**config.mk**
```make
export PLATFORM = sky130hd
export DESIGN_NAME = wb_arbiter_flat
export DESIGN_NICKNAME = d
export VERILOG_FILES = /design/src/rtl/rv32_pkg.sv /design/src/rtl/wb_arbiter_if.sv /design/src/rtl/wb_queue.sv /design/src/rtl/wb_arbiter.sv /design/src/flat_wrapper.sv
export SDC_FILE = /design/constraint.sdc
export NUM_CORES = 1
export LEC_CHECK = 0
export ABC_CLOCK_PERIOD_IN_PS = 3300
export CORE_MARGIN = 2
export CORE_UTILIZATION = 50
export DETAILED_ROUTE_END_ITERATION = 12
export PLACE_DENSITY = 0.72
export SYNTH_ARGS = -nofsm -noshare
export SYNTH_HDL_FRONTEND = slang
export SYNTH_HIERARCHICAL = 1
export SYNTH_SLANG_ARGS = --single-unit
```
**constraint.sdc**
```tcl
create_clock -name clk -period 3.3 [get_ports clk]
set_input_delay 0.495 -clock clk [delete_from_list [all_inputs] [get_ports clk]]
set_output_delay 0.495 -clock clk [all_outputs]
set_load 0.05 [all_outputs]
```
**src/rtl/rv32_pkg.sv**
```systemverilog
// Shared RV32 writeback types: datapath widths and the queued register-write request record.
package rv32_pkg;

    localparam int XLEN       = 32;
    localparam int REG_ADDR_W = 5;

    typedef struct packed {
        logic                  valid;
        logic [REG_ADDR_W-1:0] rd;
        logic [XLEN-1:0]       data;
    } wb_req_t;

endpackage

```
**src/rtl/wb_arbiter_if.sv**
```systemverilog
// Writeback bus between the two result producers, the arbiter and reg_file.
interface wb_arbiter_if;
    import rv32_pkg::*;

    logic                  a_valid;
    logic                  a_ready;
    logic [REG_ADDR_W-1:0] a_rd;
    logic [XLEN-1:0]       a_data;
    logic                  b_valid;
    logic                  b_ready;
    logic [REG_ADDR_W-1:0] b_rd;
    logic [XLEN-1:0]       b_data;
    logic                  RegWrite;
    logic [REG_ADDR_W-1:0] Rd;
    logic [XLEN-1:0]       Write_data;
    logic [REG_ADDR_W-1:0] Rs1;
    logic [REG_ADDR_W-1:0] Rs2;
    logic                  fwd1_hit;
    logic [XLEN-1:0]       fwd1_data;
    logic                  fwd2_hit;
    logic [XLEN-1:0]       fwd2_data;

    modport slave (
        input  a_valid, a_rd, a_data, b_valid, b_rd, b_data, Rs1, Rs2,
        output a_ready, b_ready, RegWrite, Rd, Write_data,
        output fwd1_hit, fwd1_data, fwd2_hit, fwd2_data
    );

    modport master (
        output a_valid, a_rd, a_data, b_valid, b_rd, b_data, Rs1, Rs2,
        input  a_ready, b_ready, RegWrite, Rd, Write_data,
        input  fwd1_hit, fwd1_data, fwd2_hit, fwd2_data
    );

endinterface

```
**src/rtl/wb_queue.sv**
```systemverilog
// Source-B writeback FIFO with kill-by-rd and two newest-first forwarding lookups.
module wb_queue
    import rv32_pkg::*;
#(
    parameter int DEPTH = 4
) (
    input  logic                  clk,
    input  logic                  reset,
    input  logic                  i_push,
    input  wb_req_t               i_push_req,
    input  logic                  i_pop,
    input  logic                  i_kill,
    input  logic [REG_ADDR_W-1:0] i_kill_rd,
    input  logic [REG_ADDR_W-1:0] i_rs1,
    input  logic [REG_ADDR_W-1:0] i_rs2,
    output wb_req_t               o_head,
    output logic                  o_empty,
    output logic                  o_full,
    output logic                  o_hit1,
    output logic [XLEN-1:0]       o_data1,
    output logic                  o_hit2,
    output logic [XLEN-1:0]       o_data2
);
    localparam int PTR_W = $clog2(DEPTH);
    localparam int CNT_W = $clog2(DEPTH + 1);
    localparam logic [CNT_W-1:0] CNT_FULL = CNT_W'(DEPTH);

    wb_req_t          r_mem [DEPTH];
    logic [PTR_W-1:0] r_head;
    logic [PTR_W-1:0] r_tail;
    logic [CNT_W-1:0] r_count;
    wb_req_t          w_ent;
    logic             w_live;
    logic             w_m1;
    logic             w_m2;

    // Kill runs before the enqueue so a same-cycle push of the killed rd survives
    always_ff @(posedge clk) begin
        if (reset) begin
            r_head  <= '0;
            r_tail  <= '0;
            r_count <= '0;
            for (int i = 0; i < DEPTH; i++) begin
                r_mem[i] <= '0;
            end
        end else begin
            for (int i = 0; i < DEPTH; i++) begin
                if (i_kill && r_mem[i].valid && (r_mem[i].rd == i_kill_rd)) begin
                    r_mem[i].valid <= 1'b0;
                end
            end
            if (i_push) begin
                r_mem[r_tail] <= i_push_req;
                r_tail        <= r_tail + PTR_W'(1);
            end
            if (i_pop) begin
                r_head <= r_head + PTR_W'(1);
            end
            case ({i_push, i_pop})
                2'b10:   r_count <= r_count + CNT_W'(1);
                2'b01:   r_count <= r_count - CNT_W'(1);
                default: r_count <= r_count;
            endcase
        end
    end

    // Walk oldest to newest so the last live match is the newest value
    always_comb begin
        o_hit1  = 1'b0;
        o_data1 = '0;
        o_hit2  = 1'b0;
        o_data2 = '0;
        w_ent   = '0;
        w_live  = 1'b0;
        w_m1    = 1'b0;
        w_m2    = 1'b0;
        for (int i = 0; i < DEPTH; i++) begin
            w_ent   = r_mem[r_head + PTR_W'(i)];
            w_live  = (CNT_W'(i) < r_count) && w_ent.valid;
            w_m1    = w_live && (w_ent.rd == i_rs1);
            w_m2    = w_live && (w_ent.rd == i_rs2);
            o_hit1  = o_hit1 | w_m1;
            o_data1 = w_m1 ? w_ent.data : o_data1;
            o_hit2  = o_hit2 | w_m2;
            o_data2 = w_m2 ? w_ent.data : o_data2;
        end
    end

    assign o_head  = r_mem[r_head];
    assign o_empty = (r_count == CNT_W'(0));
    assign o_full  = (r_count == CNT_FULL);

endmodule

```
**src/rtl/wb_arbiter.sv**
```systemverilog
// Serialises source-A and queued source-B register writebacks onto reg_file's single write port,
// with anti-starvation for B and forwarding of pending writes to the Rs1/Rs2 read path.
module wb_arbiter
    import rv32_pkg::*;
#(
    parameter int DEPTH        = 4,
    parameter int STARVE_LIMIT = 8
) (
    input  logic         clk,
    input  logic         reset,
    wb_arbiter_if.slave  bus
);
    localparam int ST_W = $clog2(STARVE_LIMIT + 1);
    localparam logic [ST_W-1:0] ST_MAX = ST_W'(STARVE_LIMIT);

    wb_req_t               w_q_head;
    wb_req_t               w_push_req;
    logic                  w_q_empty;
    logic                  w_q_full;
    logic                  w_q_hit1;
    logic                  w_q_hit2;
    logic [XLEN-1:0]       w_q_data1;
    logic [XLEN-1:0]       w_q_data2;
    logic                  w_a_ready;
    logic                  w_b_ready;
    logic                  w_a_win;
    logic                  w_push;
    logic                  w_pop;
    logic [XLEN:0]         w_fwd1;
    logic [XLEN:0]         w_fwd2;
    logic                  r_reg_write;
    logic [REG_ADDR_W-1:0] r_rd;
    logic [XLEN-1:0]       r_wdata;
    logic [ST_W-1:0]       r_starve;

    // Queue entry first (newest), then the output stage; x0 and reset never forward
    function automatic logic [XLEN:0] fwd_pick(
        input logic                  rst,
        input logic [REG_ADDR_W-1:0] rs,
        input logic                  q_hit,
        input logic [XLEN-1:0]       q_data,
        input logic                  o_we,
        input logic [REG_ADDR_W-1:0] o_rd,
        input logic [XLEN-1:0]       o_data
    );
        logic [XLEN:0] res;
        if (rst || (rs == 5'd0)) begin
            res = '0;
        end else if (q_hit) begin
            res = {1'b1, q_data};
        end else if (o_we && (o_rd == rs)) begin
            res = {1'b1, o_data};
        end else begin
            res = '0;
        end
        return res;
    endfunction

    wb_queue #(.DEPTH(DEPTH)) u_queue (
        .clk        (clk),
        .reset      (reset),
        .i_push     (w_push),
        .i_push_req (w_push_req),
        .i_pop      (w_pop),
        .i_kill     (w_a_win),
        .i_kill_rd  (bus.a_rd),
        .i_rs1      (bus.Rs1),
        .i_rs2      (bus.Rs2),
        .o_head     (w_q_head),
        .o_empty    (w_q_empty),
        .o_full     (w_q_full),
        .o_hit1     (w_q_hit1),
        .o_data1    (w_q_data1),
        .o_hit2     (w_q_hit2),
        .o_data2    (w_q_data2)
    );

    // Handshakes and arbitration; x0 requests handshake but never use the port or the queue
    always_comb begin
        w_a_ready        = !reset && !(!w_q_empty && (r_starve == ST_MAX));
        w_b_ready        = !reset && !w_q_full;
        w_a_win          = bus.a_valid && w_a_ready && (bus.a_rd != 5'd0);
        w_push           = bus.b_valid && w_b_ready && (bus.b_rd != 5'd0);
        w_pop            = !reset && !w_a_win && !w_q_empty;
        w_push_req.valid = 1'b1;
        w_push_req.rd    = bus.b_rd;
        w_push_req.data  = bus.b_data;
        w_fwd1 = fwd_pick(reset, bus.Rs1, w_q_hit1, w_q_data1, r_reg_write, r_rd, r_wdata);
        w_fwd2 = fwd_pick(reset, bus.Rs2, w_q_hit2, w_q_data2, r_reg_write, r_rd, r_wdata);
    end

    // Output stage: a killed head is popped with no write, Rd/Write_data hold when idle
    always_ff @(posedge clk) begin
        if (reset) begin
            r_reg_write <= 1'b0;
            r_rd        <= '0;
            r_wdata     <= '0;
        end else if (w_a_win) begin
            r_reg_write <= 1'b1;
            r_rd        <= bus.a_rd;
            r_wdata     <= bus.a_data;
        end else if (w_pop && w_q_head.valid) begin
            r_reg_write <= 1'b1;
            r_rd        <= w_q_head.rd;
            r_wdata     <= w_q_head.data;
        end else begin
            r_reg_write <= 1'b0;
        end
    end

    // Consecutive A wins while B waits; any pop or an empty queue restarts the count
    always_ff @(posedge clk) begin
        if (reset) begin
            r_starve <= '0;
        end else if (w_q_empty || w_pop) begin
            r_starve <= '0;
        end else if (w_a_win && (r_starve != ST_MAX)) begin
            r_starve <= r_starve + ST_W'(1);
        end else begin
            r_starve <= r_starve;
        end
    end

    assign bus.a_ready    = w_a_ready;
    assign bus.b_ready    = w_b_ready;
    assign bus.RegWrite   = r_reg_write;
    assign bus.Rd         = r_rd;
    assign bus.Write_data = r_wdata;
    assign bus.fwd1_hit   = w_fwd1[XLEN];
    assign bus.fwd1_data  = w_fwd1[XLEN-1:0];
    assign bus.fwd2_hit   = w_fwd2[XLEN];
    assign bus.fwd2_data  = w_fwd2[XLEN-1:0];

endmodule
```
**src/flat_wrapper.sv**
```systemverilog
// flat-port wrapper written by rule: the top's interface ports become plain ports
module wb_arbiter_flat import rv32_pkg::*;
#(
    parameter int DEPTH        = 4,
    parameter int STARVE_LIMIT = 8
)
  (clk, reset, bus_a_valid, bus_a_rd, bus_a_data, bus_b_valid, bus_b_rd, bus_b_data, bus_Rs1, bus_Rs2, bus_a_ready, bus_b_ready, bus_RegWrite, bus_Rd, bus_Write_data, bus_fwd1_hit, bus_fwd1_data, bus_fwd2_hit, bus_fwd2_data);
  wb_arbiter_if bus_i ();
  input  logic clk;
  input  logic reset;
  input wire logic [$bits(bus_i.a_valid)-1:0] bus_a_valid;
  input wire logic [$bits(bus_i.a_rd)-1:0] bus_a_rd;
  input wire logic [$bits(bus_i.a_data)-1:0] bus_a_data;
  input wire logic [$bits(bus_i.b_valid)-1:0] bus_b_valid;
  input wire logic [$bits(bus_i.b_rd)-1:0] bus_b_rd;
  input wire logic [$bits(bus_i.b_data)-1:0] bus_b_data;
  input wire logic [$bits(bus_i.Rs1)-1:0] bus_Rs1;
  input wire logic [$bits(bus_i.Rs2)-1:0] bus_Rs2;
  output wire logic [$bits(bus_i.a_ready)-1:0] bus_a_ready;
  output wire logic [$bits(bus_i.b_ready)-1:0] bus_b_ready;
  output wire logic [$bits(bus_i.RegWrite)-1:0] bus_RegWrite;
  output wire logic [$bits(bus_i.Rd)-1:0] bus_Rd;
  output wire logic [$bits(bus_i.Write_data)-1:0] bus_Write_data;
  output wire logic [$bits(bus_i.fwd1_hit)-1:0] bus_fwd1_hit;
  output wire logic [$bits(bus_i.fwd1_data)-1:0] bus_fwd1_data;
  output wire logic [$bits(bus_i.fwd2_hit)-1:0] bus_fwd2_hit;
  output wire logic [$bits(bus_i.fwd2_data)-1:0] bus_fwd2_data;
  assign bus_i.a_valid = bus_a_valid;
  assign bus_i.a_rd = bus_a_rd;
  assign bus_i.a_data = bus_a_data;
  assign bus_i.b_valid = bus_b_valid;
  assign bus_i.b_rd = bus_b_rd;
  assign bus_i.b_data = bus_b_data;
  assign bus_i.Rs1 = bus_Rs1;
  assign bus_i.Rs2 = bus_Rs2;
  assign bus_a_ready = bus_i.a_ready;
  assign bus_b_ready = bus_i.b_ready;
  assign bus_RegWrite = bus_i.RegWrite;
  assign bus_Rd = bus_i.Rd;
  assign bus_Write_data = bus_i.Write_data;
  assign bus_fwd1_hit = bus_i.fwd1_hit;
  assign bus_fwd1_data = bus_i.fwd1_data;
  assign bus_fwd2_hit = bus_i.fwd2_hit;
  assign bus_fwd2_data = bus_i.fwd2_data;
  wb_arbiter #(.DEPTH(DEPTH), .STARVE_LIMIT(STARVE_LIMIT)) u_core (.clk(clk), .reset(reset), .bus(bus_i));
endmodule
```
==> results.sh, run 1 <==
export IMPL_fillers=2177
export IMPL_endpoint="bus_fwd2_data[16]"
export IMPL_p_int_mw=6.182
export IMPL_failed_checks="negative setup slack"
export IMPL_synth_edf_count=152
export IMPL_drc=0
export IMPL_finalWorstSetupSlack_ns=-0.8429
export IMPL_nNetsFinal=1845
export IMPL_synthFlopType="edfxtp_1"
export IMPL_drv_slew=0
export IMPL_area_growth_synth_to_final_pct=39.19
export IMPL_cpPeakStageDelay_ns=0.54
export IMPL_timing_fmax_ghz=0.2414
export IMPL_grt_pass1_vias=13685
export IMPL_multiInputGateArea_sq_mm=0.01096
export IMPL_start_kind="flip-flop"
export IMPL_rsz0062_at_grt="true"
export IMPL_drtIter0Drc=1987
export IMPL_place_worst_setup_slack_ns=-0.4903
export IMPL_pwr_share_seq_pct=32.8
export IMPL_hold_buffers=0
export IMPL_ys_types=68
export IMPL_use_met2_pct=47.83
export IMPL_dieArea_sq_mm=0.03358
export IMPL_p_leak_nw=8.461
export IMPL_synthArstFlopShare_pct=0
export IMPL_switching_share_pct=35.46
export IMPL_htree_levels=1
export IMPL_met1_usage_pct=52.54
export IMPL_viasPerCell=6.737
export IMPL_dp_cells=2092
export IMPL_p_sw_mw=3.396
export IMPL_antenna_cells=0
export IMPL_critPathMaxFanout=8
export IMPL_grt_max_degree=153
export IMPL_synth_top_area_share_pct=28.41
export IMPL_cp_arrival_ns=3.65
export IMPL_placed_area_sq_mm=0.02014
export IMPL_yosysMostFrequentCell="mux2i_1"
export IMPL_final_hold_viol_count=0
export IMPL_core_sq_mm=0.03164
export IMPL_reg2reg_from="u_core/u_queue/r_count[0]"
export IMPL_start_util_pct=50.78
export IMPL_synth_largest_area_cell="edfxtp_1"
export IMPL_yosys_top_cells_area="edfxtp_1, mux4_2, mux2i_1"
export IMPL_worst_slew_margin_rel_pct=18.40
export IMPL_place_gp_congestion=0.9029
export IMPL_cts_tree="yes"
export IMPL_clockPowerShare_pct=28.6
export IMPL_status="complete, but fails checks"
export IMPL_crit_top_cell="buf_4"
export IMPL_critPathCaptureType="primary output"
export IMPL_r2r_slack_ns=0.43
export IMPL_port_buffers=193
export IMPL_fin_util_pct=70.67
export IMPL_grt_pass1_wl_um=86040
export IMPL_reg2regPathDepth=11
export IMPL_wl_per_cell_um=27.03
export IMPL_totalWireLength_um=58550
export IMPL_worst_pin_slew_ns=1.224
export IMPL_finalClockSkew_ns=0.01500
export IMPL_antenna_found_initial=0
export IMPL_ys_warn_count=6
export IMPL_p_per_area_mw_per_mm2=428.4
export IMPL_hold_class="input port to flip-flop"
export IMPL_ff_latch_area_sq_mm=0.005597
export IMPL_io_pins=194
export IMPL_cts_num_sinks=203
export IMPL_reg2reg_to="u_core/u_queue/r_mem[2][3]"
export IMPL_drive_above_1_share_pct=39.63
export IMPL_critPathKind="flip-flop to primary output"
export IMPL_numCtsBuffers=24
export IMPL_syn_instance_count=1446
export IMPL_netlist_area_sq_mm=0.01606
export IMPL_clk_latency_ns=0.55
export IMPL_dpl_hpwl_um=39690
export IMPL_via_count=14593
export IMPL_grt_met3_usage_pct=7.883
export IMPL_root_buffer="clkbuf_16"
export IMPL_crit_start="u_core/u_queue/r_head[0]"
export IMPL_cts_buffer_depth=3
export IMPL_worstPathCellList="buf_12, buf_4, mux4_2, xnor2_2, nand4_1, nor2_4, buf_4, or4_4, clkbuf_16, mux2i_1, nor3b_4, buf_6"
export IMPL_final_setup_viol_count=66
export IMPL_ys_seq_area_share_pct=34.77
export IMPL_finalSetupTns_ns=-51.56
export IMPL_fin_crit_sh_pct=125.5
export IMPL_avgSynthCellArea_sq_um=11.11
export IMPL_drt_antenna_violating_nets=0
export IMPL_num_rows=65
export IMPL_vdd_drop_max_mv=0.4185
export IMPL_track_usage_pct=33.59
export IMPL_finalCriticalPeriod_ns=4.143
export IMPL_slowest_stage="mux4_2"
export IMPL_cp_required_ns=2.80
export IMPL_cts_reportedPaths_clkPinSlew_ns=0.06
export IMPL_drtPass1Iterations=6
export IMPL_grt_busiest_layer="met1"
export IMPL_final_cells=2166
export IMPL_timing_hold_ws_ns=0.4636
export IMPL_synth_seq_cells=203
export IMPL_die_h_um=183.2
export IMPL_p_comb_share_pct=38.7
export IMPL_overflow=0
export IMPL_cap_viol_max_count=0
export IMPL_synth_common_cells="mux2i_1, and3_1, edfxtp_1"
export IMPL_die_x_um=183.2
export IMPL_design_area_sq_mm=0.02236
export IMPL_finalPower_mw=9.578
## cell families after synthesis
| group | Yosys count | synth area share (%) |
|---|---|---|
| other | 1 | 0.02334 |
| flip-flops | 203 | 34.77 |
| XOR/XNOR | 76 | 4.144 |
| AND/OR/NAND/NOR | 460 | 15.45 |
| multiplexers | 323 | 29.46 |
| AO/OA/AOI/OAI | 207 | 10.39 |
| adder cells (fa/ha/maj) | 11 | 0.8568 |
| buffers and inverters | 165 | 4.907 |
## flip-flops by register name, summed over array words and instances, names as in the netlist, named ones only
register / count
u_core/u_queue/r_head: 2
u_core/bus.Write_data: 32
u_core/bus.RegWrite: 1
u_core/u_queue/r_tail: 2
u_core/bus.Rd: 5
u_core/u_queue/r_mem: 152
u_core/r_starve: 4
u_core/u_queue/r_count: 3
## power groups by stage
stage | clock [mW] | sequential [mW] | combinational [mW]
global route | 2.85 | 3.16 | 3.87
finish | 2.74 | 3.14 | 3.70
global placement | 0 | 3.17 | 3.34
floorplan | 0 | 3.26 | 2.11
detailed placement | 0 | 3.19 | 3.38
CTS | 2.75 | 3.12 | 3.53
## worst max-delay path: cells and delay by family, from the launching register on
kind	cells	cell delay, ns
DFF	1	0.40
and+or+nand+nor	4	1.01
buffers and inverters	5	0.79
muxes	2	0.73
xor gates and xnor gates	1	0.16
## repair_timing
item,CTS,global route
buffers inserted,18,6
gates cloned,5,8
resized for setup,162,62
endpoints found under the setup margin,66,66
pin swaps,36,18
## routing by layer
metal  part of all wire [%]  vias up
met3                     14      101
met2                     42     1059
met1                     42     7206
li1                       -     6227
met5                      0        -
met4                    2.6        0
## cell type report
| type | count | share of cell area (%) |
|---|---|---|
| sequential | 203 | 25.03 |
| clock buffer | 28 | 2.753 |
| clock inverter | 16 | 0.8562 |
| inverter | 13 | 0.2406 |
| tap | 402 | 2.250 |
| multi-input combinational | 1081 | 49.00 |
| timing repair buffer | 423 | 19.87 |
## worst min-delay path by stage
stage | from | endpoint | slack [ns] | cells past startpoint
floorplan | u_core/u_queue/r_tail[1] | u_core/u_queue/r_tail[1] | 0.51 | 2
global placement | u_core/u_queue/r_tail[1] | u_core/u_queue/r_tail[1] | 0.53 | 2
detailed placement | u_core/u_queue/r_tail[0] | u_core/u_queue/r_tail[0] | 0.55 | 2
CTS | reset | u_core/u_queue/r_tail[0] | 0.45 | 3
global route | reset | u_core/u_queue/r_tail[1] | 0.49 | 3
finish | reset | u_core/u_queue/r_count[0] | 0.46 | 3
## layout by cell type (no fill, tap or decap), types with 34 or more instances in the layout
| cell | n |
|---|---|
| edfxtp_1 | 152 |
| dfxtp_1 | 48 |
| nor2_1 | 77 |
| buf_6 | 61 |
| mux4_2 | 119 |
| clkdlybuf4s50_1 | 125 |
| mux2i_1 | 167 |
| and3_1 | 164 |
| xnor2_1 | 38 |
| o31ai_2 | 37 |
| nand3_1 | 48 |
| nor2_4 | 34 |
| a21oi_1 | 42 |
| buf_4 | 176 |
(Power assumes the default switching activity.)
==> inputs of run 2 (changes only) <==
--- a/config.mk
+++ b/config.mk
@@ -10,6 +10,7 @@
 export CORE_UTILIZATION = 50
 export DETAILED_ROUTE_END_ITERATION = 12
 export PLACE_DENSITY = 0.72
+export RECOVER_POWER = 50
 export SYNTH_ARGS = -nofsm -noshare
 export SYNTH_HDL_FRONTEND = slang
 export SYNTH_HIERARCHICAL = 1
==> run 2 against run 1 <==
Against the previous run: the flow still finishes with violations (negative setup slack); core utilization is 0.56 points lower; count of clock-buffer cells in the layout stayed put; via count is 0.29% lower; routed wire length is 0.39% higher; power is 0.70% lower; cell count stayed put; clock skew is 0.0022 ns lower; design area is 0.79% lower; non-clock buffer count stayed put; critical path depth stayed put; sequential power hardly changed; clock power hardly changed.
==> results.sh, run 2 (synthesized netlist as in run 1, its figures left out) <==
export IMPL_numCtsBuffers=24
export IMPL_final_hold_viol_count=0
export IMPL_finalClockSkew_ns=0.01276
export IMPL_root_buffer="clkbuf_16"
export IMPL_timing_hold_ws_ns=0.4690
export IMPL_finalCriticalPeriod_ns=4.136
export IMPL_cpPeakStageDelay_ns=0.55
export IMPL_drive_above_1_share_pct=37.87
export IMPL_p_comb_share_pct=38.3
export IMPL_critPathMaxFanout=8
export IMPL_p_leak_nw=8.470
export IMPL_final_setup_viol_count=66
export IMPL_switching_share_pct=35.41
export IMPL_worst_pin_slew_ns=1.282
export IMPL_track_usage_pct=33.59
export IMPL_area_growth_synth_to_final_pct=38.09
export IMPL_drtPass1Iterations=5
export IMPL_failed_checks="negative setup slack"
export IMPL_regMostFlops="u_core/u_queue/r_mem"
export IMPL_num_rows=65
export IMPL_start_kind="flip-flop"
export IMPL_die_h_um=183.2
export IMPL_timing_fmax_ghz=0.2418
export IMPL_grt_pass1_vias=13685
export IMPL_clk_latency_ns=0.55
export IMPL_worst_slew_margin_rel_pct=14.54
export IMPL_crit_top_cell="buf_4"
export IMPL_finalWorstSetupSlack_ns=-0.8361
export IMPL_p_sw_mw=3.368
export IMPL_wl_per_cell_um=27.14
export IMPL_vdd_drop_max_mv=0.4092
export IMPL_grt_pass1_wl_um=86040
export IMPL_crit_buf_inv=5
export IMPL_clockPowerShare_pct=28.8
export IMPL_p_int_mw=6.144
export IMPL_ff_latch_area_sq_mm=0.005597
export IMPL_drv_slew=0
export IMPL_r2r_slack_ns=0.16
export IMPL_io_pins=194
export IMPL_hold_buffers=0
export IMPL_final_common_cell="buf_4"
export IMPL_rsz0062_at_grt="true"
export IMPL_start_util_pct=50.78
export IMPL_cap_viol_max_count=0
export IMPL_fin_crit_sh_pct=125.3
export IMPL_nNetsFinal=1845
export IMPL_via_count=14551
export IMPL_htree_levels=1
export IMPL_cts_buffer_depth=3
export IMPL_critPathCaptureType="primary output"
export IMPL_cts_reportedPaths_clkPinSlew_ns=0.06
export IMPL_slowest_stage="or4_4"
export IMPL_viasPerCell=6.718
export IMPL_port_buffers=193
export IMPL_cp_top_family="multiplexers"
export IMPL_layout_common_cells="buf_4, mux2i_1, and3_1"
export IMPL_cp_required_ns=2.80
export IMPL_drtIter0Drc=1882
export IMPL_core_sq_mm=0.03164
export IMPL_place_gp_congestion=0.9029
export IMPL_p_per_area_mw_per_mm2=428.8
export IMPL_totalWireLength_um=58780
export IMPL_cts_num_sinks=203
export IMPL_dpl_hpwl_um=39690
export IMPL_place_worst_setup_slack_ns=-0.4903
export IMPL_drc=0
export IMPL_overflow=0
export IMPL_drt_antenna_violating_nets=0
export IMPL_multiInputGateArea_sq_mm=0.01082
export IMPL_critPathKind="flip-flop to primary output"
export IMPL_antenna_found_initial=0
export IMPL_cp_arrival_ns=3.64
export IMPL_grt_max_degree=153
export IMPL_status="complete, but fails checks"
export IMPL_antenna_cells=0
export IMPL_fillers=2214
export IMPL_largest_reg_flops=152
export IMPL_cts_tree="yes"
export IMPL_die_x_um=183.2
export IMPL_dieArea_sq_mm=0.03358
export IMPL_worstPathCellList="buf_12, buf_4, mux4_2, xnor2_2, nand4_1, nor2_4, buf_4, or4_4, clkbuf_16, mux2i_1, nor3b_4, buf_6"
export IMPL_hold_class="input port to flip-flop"
export IMPL_pwr_share_seq_pct=33.0
-- run 2: tightest hold or removal path, stage by stage --
cell and delay [ns]:
buf_2 0.10, buf_4 0.24, nor2_1 0.12
-- run 2: metal layers --
layer | wire [um] | vias to the layer above | part of all wire (%) | track usage [%]
met5 | 0 | - | 0 | 0
met4 | 1518 | 0 | 2.6 | 5.824
met3 | 7657 | 102 | 13 | 7.883
met2 | 24560 | 1033 | 42 | 47.83
met1 | 25040 | 7190 | 43 | 52.54
li1 | - | 6226 | - | -
-- run 2: final timing paths --
check                             from                    endpoint  cells after the start
max           u_core/u_queue/r_head[0]           bus_fwd2_data[18]                     12
min                              reset   u_core/u_queue/r_count[0]                      3
max reg2reg  u_core/u_queue/r_count[0]  u_core/u_queue/r_mem[3][4]                      9
min reg2reg   u_core/u_queue/r_tail[1]    u_core/u_queue/r_tail[1]                      2
-- run 2: power groups by stage --
stage | logic [mW] | registers, mW | clock network [mW]
5_1_grt | 3.81 | 3.15 | 2.85
4_1_cts | 3.53 | 3.12 | 2.75
3_3_place_gp | 3.34 | 3.17 | 0
6_report | 3.64 | 3.14 | 2.74
2_1_floorplan | 2.11 | 3.26 | 0
3_5_place_dp | 3.38 | 3.19 | 0
-- run 2: final cells by class --
class	instances	area share (%)
Multi-Input combinational cell	1081	48.79
Sequential cell	203	25.23
Timing Repair Buffer	423	19.84
Clock buffer	28	2.775
Tap cell	402	2.267
Clock inverter	16	0.8630
Inverter	13	0.2369
-- run 2: per-stage QoR --
stage	total power [mW]	utilization (%)	area, sq um	cells	setup TNS, ns
after floorplan	5.365	-	16850	1449	-17.86
after global placement	6.509	63.66	20140	2092	-22.98
after detailed placement	6.571	63.66	20140	2092	-24.97
after CTS	9.403	69.01	21830	2153	-46.74
after global routing	9.812	70.12	22180	2166	-57.54
final	9.512	70.12	22180	2166	-50.90
-- run 2: repair_timing --
action / CTS / global route
pin swaps: 36 / 18
setup endpoints to repair: 66 / 66
endpoints found under the hold margin: 0 / 0
gates resized for setup: 162 / 62
setup buffers: 18 / 6
gates cloned: 5 / 8
